==> src/rtl/cascade_mode_if.sv <==
// Cascade-bus signal bundle for the 8259A-compatible PIC.
// master: INTA sequencer / bus side; slave: cascade controller.
interface cascade_mode_if;
    logic [2:0] CAS;
    logic       SP;
    logic [2:0] ID;
    logic       flag_compare_at_slave;
    logic       flag_ID_match;
    logic       SP_output;
    logic [2:0] CAS_out;
    logic       CAS_oe;

    modport master (
        output CAS,
        output SP,
        output ID,
        output flag_compare_at_slave,
        input  flag_ID_match,
        input  SP_output,
        input  CAS_out,
        input  CAS_oe
    );

    modport slave (
        input  CAS,
        input  SP,
        input  ID,
        input  flag_compare_at_slave,
        output flag_ID_match,
        output SP_output,
        output CAS_out,
        output CAS_oe
    );
endinterface

==> src/rtl/cascade_mode.sv <==
// Cascade-bus controller: master drives its ID onto CAS,
// slave flags a CAS/ID match while the compare strobe is high.
module cascade_mode #(
    parameter logic SLAVE  = 1'b0,
    parameter logic MASTER = 1'b1
) (
    input  logic          clk,
    input  logic          reset,
    cascade_mode_if.slave bus
);

    logic       match_q, match_d;
    logic       sp_q, sp_d;
    logic [2:0] cas_q, cas_d;
    logic       oe_q, oe_d;

    // Next-state: every output derives from the same role sample,
    // so a role switch lands on all outputs at one edge.
    always_comb begin
        match_d = 1'b0;
        sp_d    = 1'b0;
        cas_d   = 3'b000;
        oe_d    = 1'b0;
        case (bus.SP)
            MASTER: begin
                sp_d  = 1'b1;
                cas_d = bus.ID;
                oe_d  = 1'b1;
            end
            SLAVE: begin
                match_d = bus.flag_compare_at_slave
                        && (bus.CAS == bus.ID);
            end
            default: begin
                match_d = 1'b0;
            end
        endcase
    end

    // Output registers, cleared immediately on reset.
    always_ff @(posedge clk or posedge reset) begin
        if (reset) begin
            match_q <= 1'b0;
            sp_q    <= 1'b0;
            cas_q   <= 3'b000;
            oe_q    <= 1'b0;
        end else begin
            match_q <= match_d;
            sp_q    <= sp_d;
            cas_q   <= cas_d;
            oe_q    <= oe_d;
        end
    end

    assign bus.flag_ID_match = match_q;
    assign bus.SP_output     = sp_q;
    assign bus.CAS_out       = cas_q;
    assign bus.CAS_oe        = oe_q;

endmodule

==> src/flat_wrapper.sv <==
// flat-port wrapper written by rule: the top's interface ports become plain ports
module cascade_mode_flat 
#(
    parameter logic SLAVE  = 1'b0,
    parameter logic MASTER = 1'b1
)
  (clk, reset, bus_CAS, bus_SP, bus_ID, bus_flag_compare_at_slave, bus_flag_ID_match, bus_SP_output, bus_CAS_out, bus_CAS_oe);
  cascade_mode_if bus_i ();
  input  logic clk;
  input  logic reset;
  input wire logic [$bits(bus_i.CAS)-1:0] bus_CAS;
  input wire logic [$bits(bus_i.SP)-1:0] bus_SP;
  input wire logic [$bits(bus_i.ID)-1:0] bus_ID;
  input wire logic [$bits(bus_i.flag_compare_at_slave)-1:0] bus_flag_compare_at_slave;
  output wire logic [$bits(bus_i.flag_ID_match)-1:0] bus_flag_ID_match;
  output wire logic [$bits(bus_i.SP_output)-1:0] bus_SP_output;
  output wire logic [$bits(bus_i.CAS_out)-1:0] bus_CAS_out;
  output wire logic [$bits(bus_i.CAS_oe)-1:0] bus_CAS_oe;
  assign bus_i.CAS = bus_CAS;
  assign bus_i.SP = bus_SP;
  assign bus_i.ID = bus_ID;
  assign bus_i.flag_compare_at_slave = bus_flag_compare_at_slave;
  assign bus_flag_ID_match = bus_i.flag_ID_match;
  assign bus_SP_output = bus_i.SP_output;
  assign bus_CAS_out = bus_i.CAS_out;
  assign bus_CAS_oe = bus_i.CAS_oe;
  cascade_mode #(.SLAVE(SLAVE), .MASTER(MASTER)) u_core (.clk(clk), .reset(reset), .bus(bus_i));
endmodule
==> config.mk <==
export PLATFORM = sky130hd
export DESIGN_NAME = cascade_mode_flat
export DESIGN_NICKNAME = d
export VERILOG_FILES = /design/src/rtl/cascade_mode_if.sv /design/src/rtl/cascade_mode.sv /design/src/flat_wrapper.sv
export SDC_FILE = /design/constraint.sdc
export NUM_CORES = 1
export LEC_CHECK = 0
export ABC_CLOCK_PERIOD_IN_PS = 800
export BUFFER_PORTS_ARGS = -buffer_cell sky130_fd_sc_hd__buf_2
export CAP_MARGIN = 0
export CORE_AREA = 10 10 47 49
export CTS_CLUSTER_DIAMETER = 50
export CTS_CLUSTER_SIZE = 30
export DETAILED_ROUTE_END_ITERATION = 6
export DIE_AREA = 0 0 57 59
export GPL_ROUTABILITY_DRIVEN = 1
export GPL_TIMING_DRIVEN = 0
export PLACE_DENSITY = 0.35
export SYNTH_ARGS = -nofsm -noshare
export SYNTH_HDL_FRONTEND = slang
export SYNTH_SLANG_ARGS = --single-unit
==> constraint.sdc <==
create_clock -name clk -period 0.8 [get_ports clk]
set_input_delay 0.08 -clock clk [delete_from_list [all_inputs] [get_ports clk]]
set_output_delay 0.08 -clock clk [all_outputs]
set_load 0.01 [all_outputs]
# Word level (Yosys, flattened, before mapping)
# Cells that the tools add are included.
dict set report totals {
  wordCells 8
  input_bits 10
  output_inout_bits 6
  register_bits 5
}
dict set report op_classes {
  mux 3
  reduce_logical 1
  n_eq_ne 1
}
# op count
set op_table {}
lappend op_table {{equality test 3 bit} 1}
lappend op_table {{2-to-1 mux 3 bit} 1}
lappend op_table {{2-to-1 mux 1 bit} 2}
lappend op_table {{logical AND 1 bit} 1}

# Depth between registers and ports, before layout
dict set report depth {
  depth_word 3
  ltp_mapped 2
  ltp_nobuf 2
}

# Worst setup path before layout
# Ideal clock, no wire load.
dict set report synth_timing {
  path_type {reg-to-output}
  from {register u_core.sp_q (netlist: u_core.bus.SP_output)}
  to {output port bus_SP_output}
  path_slack_ps 181
  t_required_ps 720
  stages_incl_launch_ff 2
  arrival_ps 539
  n_path_buf 1
  cell_sequence {dfrtp_1 > buf_4}
}
# item line
set synth_rtl {}
lappend synth_rtl {{start, declared} cascade_mode.sv:13} ;# logic sp_q, sp_d;
lappend synth_rtl {{start signal, assigned} cascade_mode.sv:49} ;# sp_q <= sp_d;
lappend synth_rtl {{end, declared} flat_wrapper.sv:16} ;# output wire logic [$bits(bus_i.SP_output)-1:0] bus_SP_output;
# No word-level cell between the ends.

# Worst setup path in the final report
dict set report layout_timing {
  from {register u_core.sp_q (netlist: u_core.bus.SP_output)}
  to {output port bus_SP_output}
}
# No word-level cell between the ends.

==> flow_summary.json <==
{
  "io_pins": 16,
  "async_reset_ff_frac": 1.000,
  "power_frac_comb": 0.145,
  "htree_levels": 1,
  "dieHeight_um": 59,
  "critPathKind": "flip-flop to primary output",
  "clkTransAtPathRegs_ps": 40,
  "final-seq-area_sq_um": 125.1,
  "track_usage": 0.03734,
  "worstPathArrival_ps": 830,
  "violations": "negative setup slack",
  "cts_tree": "yes",
  "synthMuxAreaShare": 0,
  "path_cells": "buf_6, buf_6",
  "placed_area_sq_um": 296.5,
  "outcome": "finished with violations",
  "synth_nets": 25,
  "setup_viol": 2,
  "nets": 47,
  "cpPeakStageDelay_ps": 380,
  "synth_edf_count": 0,
  "gp_congestion": 0.5827,
  "synthCells": 15,
  "drv_slew": 0,
  "synth_top_cell_by_area": "dfrtp_1",
  "dieWidth_um": 57,
  "cts_buffers": 3,
  "viasPerCell": 3.269,
  "ys_ff_latch": 5,
  "n_antenna_cell": 0,
  "yosysMostFrequentCell": "dfrtp_1",
  "port_buffers": 15,
  "drtIter0Drc": 2,
  "synth_top_family_by_area": "simple AND/OR/NAND/NOR gates",
  "crit_path_start_kind": "flip-flop",
  "dieArea_sq_mm": 0.003363,
  "switching_share": 0.2138,
  "fin_area_sq_um": 352.8,
  "antenna_found_initial": 0,
  "crit_top_cell": "buf_6",
  "min_from": "bus_ID[1]",
  "cts.sinks": 5,
  "min_to": "u_core.bus.CAS_out[1]",
  "synthFlopType": "dfrtp_1",
  "synthXorXnorAreaFrac": 0.1304,
  "synth.top_cell.area_share": 0.6211,
  "multi_input_area_sq_um": 65.06,
  "wl_um": 528,
  "grt_pass1_vias": 196,
  "ys_top_cells_by_area": "dfrtp_1 62%, xor2_1 13%, and2_1 6.2%, nor4_2 6.2%, and2_2 3.7%",
  "cp-end-kind": "primary output",
  "root_buffer": "clkbuf_4",
  "startpoint": "u_core.bus.SP_output",
  "grt-ovfl-total": 0,
  "holdWs_ps": 85.47,
  "first_pass_iters": 2,
  "synthTopCellsByCount": "5 x dfrtp_1, 3 x xor2_1, 2 x and2_1",
  "rsz0062_at_grt": "true",
  "irDropWorstVdd_v": 0.0004184,
  "max_cap_viol_count": 0,
  "drive_gt1_frac": 0.5833,
  "worst_slack_ps": -112.4,
  "p_per_area_mw_per_mm2": 1822,
  "tightest_slew_ps": 198.8,
  "fp-row-count": 14,
  "nFillCells": 160,
  "relSlewSlack": 0.8664,
  "fmax_mhz": 1096,
  "synth_fa_ha_area_frac": 0,
  "min_period_over_period": 1.141,
  "synth.yosys.seq_area_share": 0.6211,
  "vias": 170,
  "syn_avg_cell_area_sq_um": 13.43,
  "slowest_stage": "dfrtp_1",
  "yosys.area_share.simple": 0.1925,
  "power.leakage_nw": 0.1886,
  "yosys_warnings": 0,
  "start_util": 0.1437,
  "wl_per_cell_um": 10.15,
  "synth_cell_types": 8,
  "area_delta_synth_final_pct": 75.16,
  "dp_worst_setup_slack_ps": 65.80,
  "internal_power_mw": 0.5055,
  "grt_max_degree": 6,
  "worstHoldPathType": "input pin to flip-flop",
  "seq_power_share": 0.417,
  "drc": 0,
  "grt_pass1_wl_um": 876,
  "crit_fanout": 2,
  "final-hold-violation-count": 0,
  "p_clk_frac": 0.437,
  "clock_path_buffers": 2,
  "core_sq_mm": 0.001401,
  "final_antenna_net_count": 0,
  "finalSetupTns_ps": -148.0,
  "cp.required_ps": 720,
  "hold_depth": 2,
  "power.switching_mw": 0.1374,
  "layout_min_cycle_time_ps": 912.4,
  "syn-cell-area_sq_um": 201.4,
  "synth_compound_area_frac": 0
}
==> final cells by class <==
class | count | share of cell area
flip-flops and latches | 5 | 0.3546
repair buffers | 17 | 0.2872
multi-input cells | 8 | 0.1844
clock buffers | 4 | 0.07447
inverters | 1 | 0.01064
plain buffers | 1 | 0.03191
well taps | 16 | 0.05674
==> cell usage in the layout (no fill, tap or decap) <==
| master | n |
|---|---|
| nor4_2 | 1 |
| clkbuf_4 | 3 |
| nand2b_1 | 1 |
| and2_2 | 1 |
| buf_2 | 14 |
| and2_1 | 2 |
| dfrtp_1 | 5 |
| xor2_1 | 3 |
| dlygate4sd3_1 | 2 |
| clkbuf_1 | 1 |
| buf_6 | 2 |
| inv_1 | 1 |
==> how the worst max path moves through the flow <==
stage / to / slack [ps] / cells after the start
after global routing: bus_SP_output / -160 / 2
after floorplan: bus_SP_output / 180 / 1
after detailed placement: u_core.bus.flag_ID_match / 70 / 3
after CTS: bus_SP_output / -130 / 2
after global placement: u_core.bus.flag_ID_match / 80 / 3
final: bus_SP_output / -110 / 2
==> flip-flops by register name, summed over array words and instances, names as in the netlist <==
| name | cells |
|---|---|
| u_core.bus.CAS_out | 3 |
| u_core.bus.SP_output | 1 |
| u_core.bus.flag_ID_match | 1 |
==> through the flow <==
step	power [mW]	util	instances
2_1_floorplan	0.3095	-	15
3_3_place_gp	0.3530	0.2116	46
3_5_place_dp	0.3552	0.2116	46
4_1_cts	0.6605	0.2518	52
5_1_grt	0.6880	0.2518	52
6_report	0.6429	0.2518	52
==> routing by layer <==
layer  track usage  vias up  wire [um]
met4       0.06040        0          0
met2       0.03256       14        203
li1              -       86          -
met3       0.02790        0         44
met5             0        -          0
met1       0.04091       70        281
==> critical path, delay by kind of cell (launching register included) <==
kind	cells	cell delay, ps
flops	1	380
buf+inv	2	230
==> power by group through the flow <==
stage          clock (mW)  combinational (mW)  sequential, mW
6_report            0.281              0.0935           0.268
5_1_grt             0.316               0.103           0.269
4_1_cts             0.296              0.0961           0.268
3_5_place_dp            0              0.0837           0.272
3_3_place_gp            0              0.0814           0.272
2_1_floorplan           0              0.0305           0.279
==> timing repair <==
item	CTS	global route
hold buffers	2	0
resized for setup	2	0
hold endpoints to repair	6	0
buffers inserted	0	0
endpoints found under the setup margin	6	6
==> cells by family (layout without fill, tap and decap cells) <==
kind of cell	Yosys count	after routing
flip-flops	5	5
AND/OR/NAND/NOR	5	5
XOR/XNOR	3	3
buffers and inverters	2	23
(Power assumes the default switching activity.)
